## config.mk

```make
export PLATFORM = sky130hd
export DESIGN_NAME = apb_gpio_irq
export DESIGN_NICKNAME = d
export VERILOG_FILES = /design/src/rtl/apb_gpio_pkg.sv /design/src/rtl/gpio_in_sync.sv /design/src/rtl/apb_gpio_irq.sv
export SDC_FILE = /design/constraint.sdc
export NUM_CORES = 1
export LEC_CHECK = 0
export CELL_PAD_IN_SITES_DETAIL_PLACEMENT = 1
export CELL_PAD_IN_SITES_GLOBAL_PLACEMENT = 1
export CORE_MARGIN = 2
export CORE_UTILIZATION = 33
export DETAILED_ROUTE_END_ITERATION = 10
export PLACE_DENSITY = 0.8
export SLEW_MARGIN = 20
export SYNTH_ARGS = -nofsm -noshare
export SYNTH_HDL_FRONTEND = slang
export SYNTH_SLANG_ARGS = --single-unit
```

## constraint.sdc

```tcl
create_clock -name pCLK -period 2.7 [get_ports pCLK]
set_input_delay 0.81 -clock pCLK [delete_from_list [all_inputs] [get_ports pCLK]]
set_output_delay 0.81 -clock pCLK [all_outputs]
set_load 0.02 [all_outputs]
```

## src/rtl/apb_gpio_pkg.sv

```systemverilog
// rtl/apb_gpio_pkg.sv - shared register offsets and decode types for the APB GPIO block
package apb_gpio_pkg;

    localparam int ADDR_DEC_W = 7;

    localparam logic [ADDR_DEC_W-1:0] OFF_DIN      = 7'h00;
    localparam logic [ADDR_DEC_W-1:0] OFF_DOUT     = 7'h04;
    localparam logic [ADDR_DEC_W-1:0] OFF_DIR      = 7'h08;
    localparam logic [ADDR_DEC_W-1:0] OFF_RISE_EN  = 7'h0C;
    localparam logic [ADDR_DEC_W-1:0] OFF_FALL_EN  = 7'h10;
    localparam logic [ADDR_DEC_W-1:0] OFF_STATUS   = 7'h14;
    localparam logic [ADDR_DEC_W-1:0] OFF_DOUT_SET = 7'h18;
    localparam logic [ADDR_DEC_W-1:0] OFF_DOUT_CLR = 7'h1C;

    // Register index is the word offset within the 0x00..0x1C window
    typedef enum logic [2:0] {
        REG_DIN      = 3'd0,
        REG_DOUT     = 3'd1,
        REG_DIR      = 3'd2,
        REG_RISE_EN  = 3'd3,
        REG_FALL_EN  = 3'd4,
        REG_STATUS   = 3'd5,
        REG_DOUT_SET = 3'd6,
        REG_DOUT_CLR = 3'd7
    } gpio_reg_e;

endpackage

```

## src/rtl/gpio_in_sync.sv

```systemverilog
// rtl/gpio_in_sync.sv - pad input synchroniser with edge detection
module gpio_in_sync #(
    parameter int NPIN        = 16,
    parameter int SYNC_STAGES = 2
) (
    input  logic            pCLK,
    input  logic            pRESET,
    input  logic [NPIN-1:0] gpio_in,
    output logic [NPIN-1:0] sync_in,
    output logic [NPIN-1:0] rise,
    output logic [NPIN-1:0] fall
);

    logic [NPIN-1:0] chain [SYNC_STAGES];
    logic [NPIN-1:0] prev;

    // Metastability chain; stage 0 is the only flop that sees the raw pad
    always_ff @(posedge pCLK) begin
        if (pRESET) begin
            for (int i = 0; i < SYNC_STAGES; i++) chain[i] <= '0;
        end else begin
            chain[0] <= gpio_in;
            for (int i = 1; i < SYNC_STAGES; i++) chain[i] <= chain[i-1];
        end
    end

    assign sync_in = chain[SYNC_STAGES-1];

    // One-cycle history of the synchronised value for edge detection
    always_ff @(posedge pCLK) begin
        if (pRESET) prev <= '0;
        else        prev <= sync_in;
    end

    assign rise = sync_in & ~prev;
    assign fall = ~sync_in & prev;

endmodule

```

## src/rtl/apb_gpio_irq.sv

```systemverilog
// rtl/apb_gpio_irq.sv - APB3 GPIO with direction, set/clear and edge interrupts
module apb_gpio_irq
    import apb_gpio_pkg::*;
#(
    parameter int DW          = 32,
    parameter int AW          = 32,
    parameter int NPIN        = 16,
    parameter int SYNC_STAGES = 2,
    parameter int WAIT_STATES = 0
) (
    input  logic            pCLK,
    input  logic            pRESET,
    input  logic [AW-1:0]   pADDR,
    input  logic            pSEL,
    input  logic            pENABLE,
    input  logic            pWRITE,
    input  logic [DW-1:0]   pWDATA,
    output logic [DW-1:0]   pRDATA,
    output logic            pREADY,
    output logic            pSLVERR,
    input  logic [NPIN-1:0] gpio_in,
    output logic [NPIN-1:0] gpio_out,
    output logic [NPIN-1:0] gpio_oe,
    output logic            irq
);

    logic [NPIN-1:0] dout_q, dir_q, rise_en_q, fall_en_q, status_q;
    logic [NPIN-1:0] sync_in, rise, fall;
    logic [NPIN-1:0] wdata_n, events, w1c;
    logic [3:0]      cnt_q;
    logic            access, err, wr_commit;
    logic [ADDR_DEC_W-1:0] off;
    gpio_reg_e       reg_idx;

    logic unused_bits;
    assign unused_bits = ^{pADDR, pWDATA};

    gpio_in_sync #(
        .NPIN        (NPIN),
        .SYNC_STAGES (SYNC_STAGES)
    ) u_in_sync (
        .pCLK    (pCLK),
        .pRESET  (pRESET),
        .gpio_in (gpio_in),
        .sync_in (sync_in),
        .rise    (rise),
        .fall    (fall)
    );

    assign off     = pADDR[ADDR_DEC_W-1:0];
    assign reg_idx = gpio_reg_e'(off[4:2]);
    assign wdata_n = pWDATA[NPIN-1:0];
    assign access  = pSEL & pENABLE;
    assign pREADY  = access & (cnt_q == 4'(WAIT_STATES)) & ~pRESET;

    // Error decode: out-of-window, misaligned, or wrong direction for the register
    always_comb begin
        err = 1'b0;
        if (off > OFF_DOUT_CLR || off[1:0] != 2'b00) begin
            err = 1'b1;
        end else if (pWRITE && reg_idx == REG_DIN) begin
            err = 1'b1;
        end else if (!pWRITE && (reg_idx == REG_DOUT_SET || reg_idx == REG_DOUT_CLR)) begin
            err = 1'b1;
        end
    end

    assign pSLVERR   = pREADY & err;
    assign wr_commit = pREADY & pWRITE & ~err;

    // Wait-state counter restarts for every transfer and after completion
    always_ff @(posedge pCLK) begin
        if (pRESET || !access || pREADY) cnt_q <= '0;
        else                             cnt_q <= cnt_q + 4'd1;
    end

    assign events = ~dir_q & ((rise_en_q & rise) | (fall_en_q & fall));
    assign w1c    = (wr_commit && reg_idx == REG_STATUS) ? wdata_n : '0;

    // Register file; STATUS sets take priority over a same-cycle clear
    always_ff @(posedge pCLK) begin
        if (pRESET) begin
            dout_q    <= '0;
            dir_q     <= '0;
            rise_en_q <= '0;
            fall_en_q <= '0;
            status_q  <= '0;
        end else begin
            status_q <= (status_q & ~w1c) | events;
            if (wr_commit) begin
                case (reg_idx)
                    REG_DOUT:     dout_q    <= wdata_n;
                    REG_DIR:      dir_q     <= wdata_n;
                    REG_RISE_EN:  rise_en_q <= wdata_n;
                    REG_FALL_EN:  fall_en_q <= wdata_n;
                    REG_DOUT_SET: dout_q    <= dout_q | wdata_n;
                    REG_DOUT_CLR: dout_q    <= dout_q & ~wdata_n;
                    default:      ;
                endcase
            end
        end
    end

    // Read mux, zero outside a completed good read
    always_comb begin
        pRDATA = '0;
        if (pREADY && !pWRITE && !err) begin
            case (reg_idx)
                REG_DIN:     pRDATA[NPIN-1:0] = sync_in;
                REG_DOUT:    pRDATA[NPIN-1:0] = dout_q;
                REG_DIR:     pRDATA[NPIN-1:0] = dir_q;
                REG_RISE_EN: pRDATA[NPIN-1:0] = rise_en_q;
                REG_FALL_EN: pRDATA[NPIN-1:0] = fall_en_q;
                REG_STATUS:  pRDATA[NPIN-1:0] = status_q;
                default:     ;
            endcase
        end
    end

    assign gpio_out = dout_q;
    assign gpio_oe  = dir_q;
    assign irq      = |status_q;

endmodule

```

# Word level (Yosys, flattened, before mapping)
# Memory sizes are Yosys's and may differ from the RTL's.
# Cells that the tools add are included.
[word_totals]
register_bits = 100
ramBits = 32
output_inout_bits = 67
word_cells = 75
mem_count = 1
[mem_list]
columns = ["memory", "words", "width", "read_ports", "rd_clocked_by_memory_dff", "write_ports", "line_no", "rtl"]
rows = [
  ["u_in_sync.chain", 2, 16, 2, 0, 2, "gpio_in_sync.sv:14", "logic [NPIN-1:0] chain [SYNC_STAGES];"],
]
[op_classes]
n_addsub = 1
n_lt_le_gt_ge = 1
eq_ne = 7
n_mux = 12
bitwise = 25
n_reduce_logical = 21
[ops]
columns = ["op", "n"]
rows = [
  ["16-bit AND", 7],
  ["16-bit case mux with 6 select lines", 1],
  ["16-bit NOT", 5],
  ["16-bit two-way mux", 4],
  ["16-bit OR", 3],
  ["16-bit case mux with 3 select lines", 1],
  ["16-bit OR reduction", 1],
  ["3-bit == test (second input constant)", 4],
  ["2-bit AND reduction", 4],
  ["7-bit by 5-bit > comparator with 1-bit output (second input constant)", 1],
  ["1-bit AND", 6],
  ["3-bit by 2-bit == test with 1-bit output (second input constant)", 2],
  ["1-bit two-way mux", 6],
  ["1-bit logical AND", 5],
  ["4-bit by 1-bit adder with 4-bit output (second input constant)", 1],
  ["4-bit zero test", 1],
  ["1-bit logical OR", 4],
  ["3-bit by 1-bit == test with 1-bit output (second input constant)", 1],
  ["1-bit zero test", 3],
  ["3-bit zero test", 1],
  ["3-bit nonzero test", 1],
  ["1-bit NOT", 2],
  ["1-bit OR", 2],
  ["2-bit nonzero test", 1],
]

# Logic depth before layout (Yosys ltp)
# Gate-level depths: netlist of run 1.
[depth]
word_depth = 13
ltp_mapped = 8

# Cells and area by module
# A second synthesis of run 1 with hierarchy kept.
[hier_totals]
cells_unflattened = 688
hier_area_um2 = 6241.0
[by_module_without_submodules]
columns = ["module", "instances", "cells_per_inst", "area_each_um2", "seq_area_each_um2"]
rows = [
  ["apb_gpio_irq", 1, 539, 4615.7, 1681.6],
  ["gpio_in_sync", 1, 149, 1625.3, 960.9],
]

# Least setup slack after synthesis of run 1
# Ideal clock, no wire load.
[synth_timing]
path_kind = "input-to-output"
start = "in pRESET"
end = "out pRDATA[14]"
t_arrival_ns = 2.161
path_slack_ns = -0.271
path_stages = 4
path_cell_list = "nand3b_1 > nor2_1 > nand3_1 > a211oi_1"
[synth_between]
elab_chain_cells = 5
[synth_lines]
columns = ["item", "line_no", "rtl"]
rows = [
  ["from (decl)", "apb_gpio_irq.sv:12", "input logic pRESET,"],
  ["1-bit NOT", "apb_gpio_irq.sv:54", "assign pREADY = access & (cnt_q == 4'(WAIT_STATES)) & ~pRESET;"],
  ["1-bit AND", "apb_gpio_irq.sv:54", ""],
  ["named net pREADY", "apb_gpio_irq.sv:19", "output logic pREADY,"],
  ["1-bit logical AND (2 in a row)", "apb_gpio_irq.sv:107", "if (pREADY && !pWRITE && !err) begin"],
  ["16-bit two-way mux", "apb_gpio_irq.sv:107", ""],
  ["to (decl)", "apb_gpio_irq.sv:18", "output logic [DW-1:0] pRDATA,"],
]
# The timed path passes the listed nets, and every way through them passes these cells.

# Final worst setup path of run 1
[layout_timing]
start = "reg cnt_q[1]"
end = "out pRDATA[14]"
[layout_between]
elab_chain_cells = 6
[layout_lines]
columns = ["item", "line_no", "rtl"]
rows = [
  ["from (decl)", "apb_gpio_irq.sv:30", "logic [3:0] cnt_q;"],
  ["from (signal assigned)", "apb_gpio_irq.sv:74", "else cnt_q <= cnt_q + 4'd1;"],
  ["4-bit zero test", "apb_gpio_irq.sv:54", ""],
  ["1-bit AND (2 in a row)", "apb_gpio_irq.sv:54", ""],
  ["1-bit logical AND (2 in a row)", "apb_gpio_irq.sv:107", ""],
  ["16-bit two-way mux", "apb_gpio_irq.sv:107", ""],
]
# Every way passes these cells.

==> flow_metrics.py, run 1 <==
metrics = {
    "status": {
        "status": "finished, violations left",
        "violations": "negative setup slack",
    },
    "clock_network": {
        "cts_buffers": 17,
        "cts_tree": "built",
        "cts-root-buf": "clkbuf_16",
        "max-clock-path-buffers": 2,
        "htreeDepth": 4,
        "clk_pin_slew_ns": 0.06,
        "clkLatencyLatePin_ns": 0.43,
        "cts_sinks": 132,
    },
    "floorplanning": {
        "start_util_pct": 33.7,
        "fp-row-count": 49,
        "dieArea_um2": 19500,
        "die_h_um": 140,
        "fp.dieW_um": 140,
        "coreArea_um2": 18000,
        "boundaryPins": 152,
    },
    "detailed_routing": {
        "drt-total-wl_um": 21500,
        "vias": 5617,
        "via_per_inst": 5.33,
        "drtIter0Drc": 267,
        "wl_per_cell_um": 20.4,
        "drc": 0,
        "ant_nets": 0,
        "first_pass_iters": 5,
    },
    "timing": {
        "finClkSkew_ns": 0.00722,
        "worst_slack_ns": -0.254,
        "period_share_pct": 109,
        "period_minus_slack_ns": 2.95,
        "worst_slew_pin_slew_ns": 1.00,
        "max_freq_mhz": 338,
        "setup_violations": 17,
        "grt_setup_unrepaired": "yes",
        "drv_slew": 0,
        "hold_viol": 0,
        "maxSlewHeadroom_pct": 33.0,
    },
    "critical_path": {
        "worstSetupEndpointType": "primary output",
        "path_max_fanout": 6,
        "required_ns": 1.89,
        "worstSetupPathType": "flop to primary output",
        "arrival_ns": 2.14,
        "start_kind": "flop",
    },
    "power": {
        "clkPwrFrac_pct": 49.6,
        "peakVddDrop_v": 0.000530,
        "power.leakage_uw": 0.00340,
        "comb_power_share_pct": 7.9,
        "netSwitchingPower_uw": 1080,
        "p_per_area_nw_per_um2": 545,
        "p_total_uw": 4690,
        "swShare_pct": 23.1,
        "power.share.sequential_pct": 42.5,
        "p_int_uw": 3600,
    },
    "global_routing": {
        "grt_pass1_vias": 5895,
        "use_met3_pct": 4.23,
        "overflow": 0,
        "grt_pass1_wl_um": 32800,
        "antenna_found_initial": 0,
        "grt_use_met2_pct": 37.7,
        "use_met1_pct": 26.3,
        "top_usage_layer": "met2",
        "grt_max_degree": 67,
        "grt_usage_pct": 21.6,
    },
    "synthesis": {
        "ys_ff_latch": 132,
        "ys_seq_area_share_pct": 43.5,
        "synth_edf_count": 0,
        "ys.flop_type": "dfxtp_1",
        "synthCells": 675,
        "synth_common_cells": "dfxtp_1 (132), nor2_1 (71), a21oi_1 (52), nor2b_1 (52), o21ai_0 (48)",
        "synthMostInstantiatedCell": "dfxtp_1",
        "synth_top_area_share_pct": 43.5,
        "synth.area.top_cells": "dfxtp_1 (43%), mux2i_1 (6.9%), nor2b_1 (5.4%), nor2_1 (4.4%), a21oi_1 (4.3%)",
        "synthesis.area_um2": 6080,
        "async_flop_share_pct": 0,
        "synth_area_leader_cell": "dfxtp_1",
        "yosys_warnings": 0,
        "synth_area_per_cell_um2": 9.00,
        "synth_cell_types": 43,
    },
    "placement": {
        "place.gp.congestion": 0.789,
        "portBuffers": 94,
        "dp_hpwl_um": 13300,
    },
    "final_layout": {
        "final_nets": 900,
        "fin_util_pct": 47.8,
        "num_antenna_cells": 0,
        "drive_gt1_share_pct": 23.2,
        "area_growth_pct": 41.7,
    },
    "min_path": {
        "hold_class": "flop to flop",
    },
    "job": {
        "max-cap-violations": 0,
    },
}
-- cells in the final DEF, fill, tap and decap left out, types with 17 or more instances in the layout --
master,count
nand2b_1,34
mux2_2,22
nand2_1,17
a21oi_1,52
nand3_1,18
nor2b_1,52
a22oi_1,20
buf_6,24
o21ai_0,48
clkdlybuf4s50_1,64
buf_4,52
mux2i_1,42
dfxtp_1,130
nor2_1,54
clkbuf_16,19
nand3b_1,17
-- routing by layer --
metal,wire (µm),vias to the layer above
li1,-,2604
met1,9200,2802
met2,10800,179
met3,1060,32
met4,403,0
met5,0,-
-- flip-flops by register name (all words and copies together), names as in the netlist --
name and count:
gpio_oe 16, rise_en_q 16, cnt_q 4, status_q 16, u_in_sync.chain 32, gpio_out 16
fall_en_q 16, u_in_sync.prev 16
-- through the flow --
stage | TNS [ns] | hold WS (ns) | setup WS (ns) | instance area [µm²] | std cells
final | -3.87 | 0.435 | -0.254 | 8610 | 1054
after global routing | -4.98 | 0.446 | -0.313 | 8610 | 1054
after CTS | -4.05 | 0.437 | -0.305 | 8530 | 1048
after detailed placement | -29.12 | 0.425 | -1.11 | 7710 | 1009
after global placement | -25.69 | 0.416 | -1.08 | 7710 | 1009
after floorplan | -0.146 | 0.414 | -0.0545 | 6300 | 690
-- worst paths after layout --
path / from / end / slack [ns] / depth (start not counted)
worst max register to register: cnt_q[1] / gpio_out[6] / 0.28 / 6
worst min-delay path: u_in_sync.chain[0][11] / u_in_sync.chain[0][27] / 0.43 / 1
worst min register to register: u_in_sync.chain[0][11] / u_in_sync.chain[0][27] / 0.43 / 1
worst max-delay path: cnt_q[1] / pRDATA[14] / -0.25 / 7
-- power by group through the flow --
stage	logic, µW	registers (µW)	clock network, µW
final	372	1990	2320
after global routing	394	2000	2450
after CTS	354	1990	2360
after global placement	332	2030	0
after floorplan	182	2030	0
after detailed placement	338	2040	0
-- critical path: stages, from the launching register on --
cell and delay (ns):
dfxtp_2 0.33, inv_2 0.06, ha_4 0.12, or3b_4 0.40, nor2_4 0.13, nand3_4 0.22
a211oi_4 0.29, buf_6 0.16
-- repair_timing --
| item | CTS | global route |
|---|---|---|
| hold buffers | 0 | 0 |
| setup endpoints to repair | 21 | 18 |
| resized for setup | 153 | 18 |
| gates cloned | 1 | 2 |
| buffers inserted | 9 | 5 |
| pin swaps | 14 | 7 |
-- kinds of logic after synthesis --
kind of cell               share of synthesized area (%)
and+or+nand+nor                                     22.0
AOI/OAI and AO/OA                                   16.1
DFF                                                 43.5
buffers and inverters                               6.59
muxes                                               11.0
adders and majority gates                          0.412
xor gates and xnor gates                           0.288
other                                             0.0617
-- final cells by class --
class	instances	area (µm²)
Timing Repair Buffer	165	1680
Tap cell	229	287
Fill cell	2062	9420
Clock buffer	21	450
Inverter	19	71.3
Clock inverter	10	133
Multi-Input combinational cell	478	3340
Sequential cell	132	2650
Power figures use the tool's default switching activity.
==> run 2: changes to the inputs <==
- CORE_UTILIZATION: 33 -> 34
- PLACE_DENSITY: 0.8 -> 0.81
- SYNTH_HIERARCHICAL: not set -> 1
==> run 2 against run 1 <==
The flow still finishes with violations (negative setup slack); sequential cell count did not move; fmax down 0.11%; clock power is 7% higher; worst hold slack worse by 0.0025 ns; via count is 2.1% higher; core utilization increased by 1.5 points; final cell count shrank 0.28%; first-iteration DRC count rose by 35%; largest power group unchanged; synthesized cell count rose by 1.9%; sequential share of layout area decreased by 0.85 points; highest routed layer unchanged; sequential power hardly changed.
==> flow_metrics.py, run 2 <==
metrics = {
    "final_layout": {
        "final_nets": 895,
        "area_growth_pct": 41.8,
        "layout_common_cells": "dfxtp_1 (130), nor2b_1 (80), clkdlybuf4s50_1 (64)",
        "final_common_cell": "dfxtp_1",
        "drive_gt1_share_pct": 26.6,
        "top_register": "u_in_sync/chain",
        "nFillCells": 1977,
        "largest_reg_flops": 32,
    },
    "critical_path": {
        "cpMostUsedCell": "nor2_4",
        "critical-path-max-stage-delay_ns": 0.39,
        "slowest_stage": "or3b_4",
        "r2r-start": "cnt_q[1]",
        "path_cells": "inv_2 > ha_4 > or3b_4 > nor2_4 > nand3_4 > buf_12 > nor2_4 > buf_6",
        "start_kind": "flop",
        "rr_endpoint": "status_q[8]",
        "reg2reg_depth": 7,
        "arrival_ns": 2.15,
        "reg2reg_slack_ns": 0.71,
        "required_ns": 1.89,
        "worstSetupPathType": "flop to primary output",
        "worstSetupEndpointType": "primary output",
        "path_max_fanout": 7,
    },
    "detailed_routing": {
        "drtIter0Drc": 361,
        "vias": 5734,
        "via_per_inst": 5.46,
        "drc": 0,
        "wl_per_cell_um": 21.9,
        "first_pass_iters": 6,
        "drt-total-wl_um": 23000,
        "ant_nets": 0,
    },
    "synthesis": {
        "synthMostInstantiatedCell": "dfxtp_1",
        "ys_seq_area_share_pct": 42.3,
        "yosys_warnings": 6,
        "synth.area.top_cells": "dfxtp_1 (42%), nor2b_1 (8.2%), mux2i_1 (7.4%), nor2_1 (4.3%), buf_4 (4.2%)",
        "synth_cell_types": 46,
        "async_flop_share_pct": 0,
        "ys.flop_type": "dfxtp_1",
        "synth_common_cells": "dfxtp_1 (132), nor2b_1 (82), nor2_1 (71)",
        "synth_top_area_share_pct": 42.3,
        "synth_edf_count": 0,
        "synthesis.area_um2": 6240,
        "synth_area_per_cell_um2": 9.07,
        "synthCells": 688,
        "ys_ff_latch": 132,
        "synth_area_leader_cell": "dfxtp_1",
    },
    "placement": {
        "place.gp.congestion": 0.869,
        "portBuffers": 94,
        "dp_hpwl_um": 14200,
    },
    "clock_network": {
        "cts_buffers": 17,
        "htreeDepth": 4,
        "cts_tree": "built",
        "hold_buffers": 0,
        "clkLatencyLatePin_ns": 0.43,
        "max-clock-path-buffers": 2,
        "cts_sinks": 132,
        "cts-root-buf": "clkbuf_16",
        "clk_pin_slew_ns": 0.06,
    },
    "min_path": {
        "hold_class": "flop to flop",
        "holdPathStages": 1,
        "worstHoldStart": "u_in_sync/chain[0][2]",
        "hold_end": "u_in_sync/chain[0][18]",
    },
    "timing": {
        "hold_viol": 0,
        "whs_ns": 0.432,
        "period_minus_slack_ns": 2.96,
        "maxSlewHeadroom_pct": 46.5,
        "period_share_pct": 110,
        "max_freq_mhz": 338,
        "drv_slew": 0,
        "setup_violations": 18,
        "worst_slew_pin_slew_ns": 0.803,
        "grt_setup_unrepaired": "yes",
        "worst_slack_ns": -0.258,
        "finClkSkew_ns": 0.00732,
    },
    "power": {
        "p_int_uw": 3730,
        "netSwitchingPower_uw": 1150,
        "power.share.sequential_pct": 40.9,
        "comb_power_share_pct": 8.4,
        "peakVddDrop_v": 0.000572,
        "p_per_area_nw_per_um2": 551,
        "p_total_uw": 4880,
        "swShare_pct": 23.6,
        "clkPwrFrac_pct": 50.8,
        "power.leakage_uw": 0.00336,
    },
    "floorplanning": {
        "fp-row-count": 49,
        "fp.dieW_um": 139,
        "start_util_pct": 34.7,
        "coreArea_um2": 18000,
        "dieArea_um2": 19500,
        "die_h_um": 139,
        "boundaryPins": 152,
    },
    "global_routing": {
        "grt_pass1_wl_um": 35400,
        "grt_usage_pct": 23.5,
        "antenna_found_initial": 0,
        "grt_pass1_vias": 6166,
        "grt_max_degree": 79,
        "overflow": 0,
    },
    "job": {
        "max-cap-violations": 0,
    },
    "status": {
        "status": "finished, violations left",
        "violations": "negative setup slack",
    },
}
-- run 2: what timing repair did --
| action | CTS | global route |
|---|---|---|
| gates cloned | 4 | 0 |
| endpoints found under the setup margin | 19 | 18 |
| pin swaps | 22 | 12 |
| resized for setup | 185 | 12 |
| buffers inserted | 5 | 2 |
-- run 2: cell type report --
type	instances	area [µm²]	share of cell area, %
well taps	229	287	3.24
diodes	1	2.50	0.0283
multi-input cells	474	3530	39.9
flip-flops and latches	132	2650	29.9
inverters	19	71.3	0.806
clock inverters	12	179	2.02
repair buffers	164	1690	19.1
clock buffers	20	447	5.05
-- run 2: kinds of logic (layout without fill, tap and decap cells) --
| logic type | count (synthesis) | in the layout | share of synthesized area (%) |
|---|---|---|---|
| AO/OA/AOI/OAI | 156 | 156 | 16.0 |
| XOR/XNOR | 2 | 2 | 0.281 |
| adder cells (fa/ha/maj) | 2 | 2 | 0.401 |
| buffers and inverters | 97 | 215 | 8.82 |
| flip-flops | 132 | 132 | 42.3 |
| multiplexers | 64 | 64 | 10.6 |
| other | 1 | 17 | 0.0601 |
| AND/OR/NAND/NOR | 234 | 234 | 21.5 |
-- run 2: routing by layer --
layer	vias to the layer above	wire, µm	GRT usage [%]
li1	2593	-	-
met1	2823	9370	28.0
met2	249	11300	39.2
met3	69	1520	5.75
met4	0	752	12.5
met5	-	0	0
-- run 2: per-stage QoR --
stage                     util [%]  worst slack, ns  cells  area, µm²  setup TNS [ns]
after floorplan                  -          -0.0616    703       6540          -0.750
after global placement        43.2            -1.01   1008       7760          -19.16
after detailed placement      43.2            -1.03   1008       7760          -20.67
after CTS                     49.0           -0.229   1048       8790           -3.17
after global routing          49.3           -0.319   1050       8850           -5.05
final                         49.3           -0.258   1051       8850           -3.87
-- run 2: how the worst max path moves through the flow --
stage                  to  cells past startpoint      from
5_1_grt        pRDATA[10]                      8  cnt_q[1]
3_5_place_dp   pRDATA[11]                      8  pADDR[4]
3_3_place_gp   pRDATA[12]                      7  pADDR[4]
4_1_cts         pRDATA[0]                      8  cnt_q[0]
2_1_floorplan  pRDATA[10]                      6    pRESET
6_report       pRDATA[10]                      8  cnt_q[1]
-- run 2: critical path: cells and delay by family (launching register included) --
| family | cells | cell delay (ns) |
|---|---|---|
| adders and majority gates | 1 | 0.13 |
| buffers and inverters | 3 | 0.42 |
| DFF | 1 | 0.32 |
| and+or+nand+nor | 4 | 0.83 |
-- run 2: power by group through the flow --
stage / Sequential, µW / Clock [µW] / Combinational, µW
floorplan: 2030 / 0 / 215
global placement: 2040 / 0 / 342
detailed placement: 2040 / 0 / 347
CTS: 2000 / 2490 / 393
global route: 2000 / 2600 / 427
finish: 2000 / 2480 / 408
==> run 3: changes to the inputs <==
- ABC_CLOCK_PERIOD_IN_PS: not set -> 2700
==> results of run 3 <==
Same layout as run 2: the final DEF is identical, and so are final timing and power.
==> patch 1: new RTL, settings of run 3 <==
`NPIN` is set to 16 in 2 places; all go to 8.
--- a/src/rtl/gpio_in_sync.sv
+++ b/src/rtl/gpio_in_sync.sv
@@ -1,6 +1,6 @@
 // rtl/gpio_in_sync.sv - pad input synchroniser with edge detection
 module gpio_in_sync #(
-    parameter int NPIN        = 16,
+    parameter int NPIN        = 8,
     parameter int SYNC_STAGES = 2
 ) (
     input  logic            pCLK,
--- a/src/rtl/apb_gpio_irq.sv
+++ b/src/rtl/apb_gpio_irq.sv
@@ -4,7 +4,7 @@
 #(
     parameter int DW          = 32,
     parameter int AW          = 32,
-    parameter int NPIN        = 16,
+    parameter int NPIN        = 8,
     parameter int SYNC_STAGES = 2,
     parameter int WAIT_STATES = 0
 ) (
Ports: changed (resized gpio_in, gpio_oe and gpio_out); port bits go from 152 to 128. No check against the original RTL was run, so the function may have changed too.
==> patch 1 against run 3 <==
Wire length is 55% lower. Cell area down 46%. Non-clock buffer count is 65 lower. Worst setup slack better by 0.54 ps. Fmax barely moved. The flow still finishes with violations (setup timing). Synthesized area shrank 44%. Total power shrank 52%. Sequential cell count fell by 64.
==> patch 1: results (changes against run 3) <==
[critical_path]
crit_start=pRESET
critPathMaxStageDelay_ps=520  ; +130 ps
worstReg2RegEnd=gpio_out[0]
reg2reg_from=cnt_q[0]
cp_max_fo=5  ; -2

[global_routing]
met3_usage_pct=4.143  ; -1.6 points
antenna_found_initial=1  ; +1
grt_pass1_wl_mm=16.82  ; -52%
grtUsageTotal_pct=19.75  ; -3.8 points
first_global_vias=3173  ; -49%
met2_usage_pct=34.24  ; -5.0 points
grt_use_met1_pct=23.74  ; -4.3 points

[synth]
yosysUniqueCellTypes=48  ; +4.3%
synth.avg_cell_area_um2=9.792  ; +7.9%
synth.area.mux_share_pct=13.56  ; +2.9 points
synthXorXnorAreaFrac_pct=0.5011  ; +0.22 points
synthTopCellsByArea=dfxtp_1 39%, mux2i_1 10%, buf_4 7.1%
yosysSeqAreaShare_pct=38.94  ; -3.4 points
yosys-top-cells-count=68 x dfxtp_1, 53 x nor2_1, 35 x mux2i_1
synth-compound-area-share_pct=11.38  ; -4.6 points
synthAdderAreaFrac_pct=0.7158  ; +0.31 points

[drt]
wl_per_cell_um=17.92  ; -18%
num_vias=2909  ; -49%
wl_met3_um=497  ; -67%
totalWireLength_mm=10.43  ; -55%
wl_met2_mm=5.199  ; -54%

[power_and_ir_drop]
peakVddDrop_uv=234.9  ; -59%
power_sequential_uw=1020  ; -49%
power_leakage_uw=0.002085  ; -38%
internal-power_uw=1796  ; -52%
power_clock_uw=1080  ; -56%

[clocking]
cts.htree.levels=3  ; -1
clk_latency_ps=360  ; -70 ps
cts_buffers=9  ; -8
root_buffer=clkbuf_8

[hold_path]
whs_endpoint=u_in_sync/chain[0][15]
min-delay-start=u_in_sync/chain[0][7]

[place]
place.gp.congestion=0.7815  ; -10%
port_buffers=54  ; -43%
post-dp-hpwl_mm=6.868  ; -51%
dp.cells=559  ; -45%
post-place-ws_ps=-1117  ; -84.85 ps

[final_layout]
layout-drive-gt1-share_pct=31.39  ; +4.8 points
largest_reg_flops=16  ; -50%
fin_nets=520  ; -42%
nFillCells=1128  ; -43%

[status]
outcome=finished, violations left
violations=setup timing

[timing]
skew_ps=10.08  ; +2.766 ps
worst_pin_slew_ps=691.4  ; -111.4 ps
setup_tns_ps=-1854  ; +2021 ps
setup_viol_count_final=8  ; -10
timing.final.ws_setup_ps=-257.2  ; +0.5400 ps

## patch 1: cell types whose count changed in the layout (fill, tap and decap cells not counted), sizes merged, moves of 17 or more
cell           change
a21oi             -40
a22oi             -21
buf               -30
clkdlybuf4s50     -31
dfxtp             -64
nand2b            -18
nor2              -18
nor2b             -44
o21ai             -31
or2               -17
## patch 1: timing repair
action,CTS,global route
pin swaps,10,8
setup endpoints to repair,10,9
setup buffers,4,3
resized for setup,106,11
cloned,2,0
## patch 1: layout make-up
cell class                      count  area [µm²]  area share (%)
Clock buffer                       11       151.4           3.168
Sequential cell                    68        1361           28.48
Multi-Input combinational cell    258        2012           42.09
Tap cell                          136       170.2           3.560
Inverter                            5       18.77          0.3927
Clock inverter                      5       106.4           2.225
Timing Repair Buffer               99       959.7           20.08
## patch 1: through the flow
step	cell area (µm²)	hold slack, ps	power (µW)
final	4780	436.5	2351
after global routing	4780	454.3	2448
after CTS	4733	443.8	2369
after detailed placement	4339	425.6	1266
after global placement	4339	417.2	1259
after floorplan	3670	410.9	1198
==> patch 2: new RTL, settings of run 3 <==
Made on the original files. Register the outputs `pSLVERR` and `irq`, cleared by the reset; this adds one clock of latency there. The other outputs are not delayed to match.
--- a/src/rtl/apb_gpio_irq.sv
+++ b/src/rtl/apb_gpio_irq.sv
@@ -65,7 +65,6 @@
         end
     end
 
-    assign pSLVERR   = pREADY & err;
     assign wr_commit = pREADY & pWRITE & ~err;
 
     // Wait-state counter restarts for every transfer and after completion
@@ -119,7 +118,15 @@
 
     assign gpio_out = dout_q;
     assign gpio_oe  = dir_q;
-    assign irq      = |status_q;
+    always_ff @(posedge pCLK) begin
+        if (pRESET) begin
+            pSLVERR <= '0;
+            irq     <= '0;
+        end else begin
+            pSLVERR <= pREADY & err;
+            irq     <= |status_q;
+        end
+    end
 
 endmodule
 
Behaviour: not the same (a bounded check fails within 4 cycles, from zero or initial values and one cycle with pRESET high).
==> patch 2 against run 3 <==
The flow still finishes with violations (setup timing). Total power is 0.24% lower. Die area is 1.4% higher. Worst setup slack worse by 380 ps. Cell area shrank 4.6%. Global-route usage is 1.6 points lower. Sequential cell count up 2. Wire length is 6.8% lower. Synthesized area up 1.4%. Utilization down 2.7 points.
==> patch 2: results (changes against run 3) <==
[synth]
synthTopCellsByArea=dfxtp_1 42%, nor2b_1 8.1%, a21oi_1 5.2%
yosysUniqueCellTypes=45  ; -2.2%
yosys-top-cells-count=134 x dfxtp_1, 82 x nor2b_1, 66 x a21oi_1, 66 x o21ai_0
synth_flop_cell=dfxtp_1
yosysSeqAreaShare_pct=42.37  ; about the same

[final_layout]
fin_nets=908  ; +1.5%
regMostFlops=u_in_sync/chain
largest_reg_flops=32  ; unchanged
nFillCells=2045  ; +3.4%
layout-drive-gt1-share_pct=21.10  ; -5.4 points
antenna_cells=0  ; -1

[critical_path]
cp_max_fo=5  ; -2
cp_slowest_cell=or4_4
arrival_ps=2530  ; +380 ps
critPathMaxStageDelay_ps=590  ; +200 ps

[drt]
drt_iter0_markers=416  ; +15%
first_pass_iters=5  ; -1
vias_per_cell=5.423  ; -0.59%
totalWireLength_mm=21.40  ; -6.8%

[status]
outcome=finished, violations left
violations=setup timing

[global_routing]
gr-total-overflow=0  ; unchanged
antenna_found_initial=0  ; unchanged
grt_max_degree=103  ; +30%
grtUsageTotal_pct=21.96  ; -1.6 points
grt_pass1_wl_mm=33.75  ; -4.6%
first_global_vias=6164  ; -0.032%

[clocking]
cts.htree.levels=4  ; unchanged
cts_buffer_depth=2  ; unchanged
clk_pin_slew_ps=50
cts_buffers=17  ; unchanged
clk_latency_ps=440
cts_setup_buffers=9  ; +4
cts_resized=127  ; -31%

[timing]
slew-limit-headroom_pct=31.99  ; -14 points
timing.final.ws_setup_ps=-640.8  ; -383.1 ps
skew_ps=8.469  ; +1.154 ps
setup_viol_count_final=16  ; -2

[power_and_ir_drop]
p_sw_share_pct=23.42  ; -0.13 points
peakVddDrop_uv=472.4  ; -17%
power_leakage_uw=0.003244  ; -3.5%

[place]
post-dp-hpwl_mm=14.53  ; +2.6%
dpl-instance-area_mm2=0.007712  ; -0.66%
place.gp.congestion=0.8432  ; -2.9%

[hold_path]
min-delay-path-class=flip-flop to flip-flop

==> patch 2: cell count changes after synthesis, moves of 14 or more <==
| cell | run 3 | this run |
|---|---|---|
| a21oi_1 | 50 | 66 |
| mux2i_1 | 46 | 32 |
| nand3_1 | 19 | 33 |
| o21ai_0 | 32 | 66 |
| nand2b_1 | 18 | 33 |
| o2bb2ai_1 | 16 | 0 |
| nor2_1 | 71 | 21 |
| nand3b_1 | 1 | 17 |
==> patch 2: cells by family (layout without fill, tap and decap cells) <==
| family | after synthesis | after routing | share of synthesized area (%) |
|---|---|---|---|
| simple gates | 230 | 230 | 22.17 |
| flops | 134 | 134 | 42.37 |
| fa+ha+maj | 2 | 2 | 0.3952 |
| xor+xnor | 2 | 2 | 0.2767 |
| compound gates | 190 | 190 | 17.49 |
| mux | 48 | 48 | 7.905 |
| buf+inv | 105 | 212 | 9.328 |
| other cells | 1 | 16 | 0.05923 |
==> patch 2: final timing paths <==
check / start / to / slack (ps) / depth (start not counted)
worst max register to register: cnt_q[0] / rise_en_q[3] / 550 / 7
worst max-delay path: pADDR[1] / pRDATA[14] / -640 / 6
worst min register to register: u_in_sync/chain[0][3] / u_in_sync/chain[0][19] / 440 / 1
worst min-delay path: u_in_sync/chain[0][3] / u_in_sync/chain[0][19] / 440 / 1
==> patch 2: power groups by stage <==
stage | clock network, µW | logic (µW) | registers (µW)
finish | 2460 | 380 | 2020
global route | 2590 | 403 | 2030
CTS | 2490 | 373 | 2020
detailed placement | 0 | 364 | 2070
global placement | 0 | 357 | 2060
floorplan | 0 | 214 | 2060
==> patch 2: area by class of cell <==
cell class / instances / share of cell area (%)
well taps: 229 / 3.393
clock inverters: 11 / 1.733
clock buffers: 21 / 5.689
multi-input cells: 488 / 38.31
repair buffers: 160 / 18.22
flip-flops and latches: 134 / 31.76
inverters: 20 / 0.8889
==> patch 2: worst max-delay path: cells and delay by family <==
family                 cells  cell delay, ps
AND/OR/NAND/NOR            2            1120
AO/OA/AOI/OAI              1             170
buffers and inverters      3             420
==> patch 2: metal layers <==
metal / global-route usage [%] / wire, µm
met1: 27.71 / 9418
met2: 35.27 / 10100
met3: 4.444 / 1127
met4: 12.05 / 754
met5: 0 / 0
==> patch 2: metrics by stage <==
| step | instances | setup TNS [ps] | util (%) | power (µW) | setup slack, ps |
|---|---|---|---|---|---|
| floorplan | 727 | -5839 | - | 2276 | -367.9 |
| global placement | 1022 | -21590 | 42.50 | 2422 | -1376 |
| detailed placement | 1022 | -24910 | 42.50 | 2431 | -1460 |
| CTS | 1063 | -9180 | 46.50 | 4889 | -667.3 |
| global route | 1063 | -9578 | 46.54 | 5021 | -662.2 |
| finish | 1063 | -8904 | 46.54 | 4869 | -640.8 |
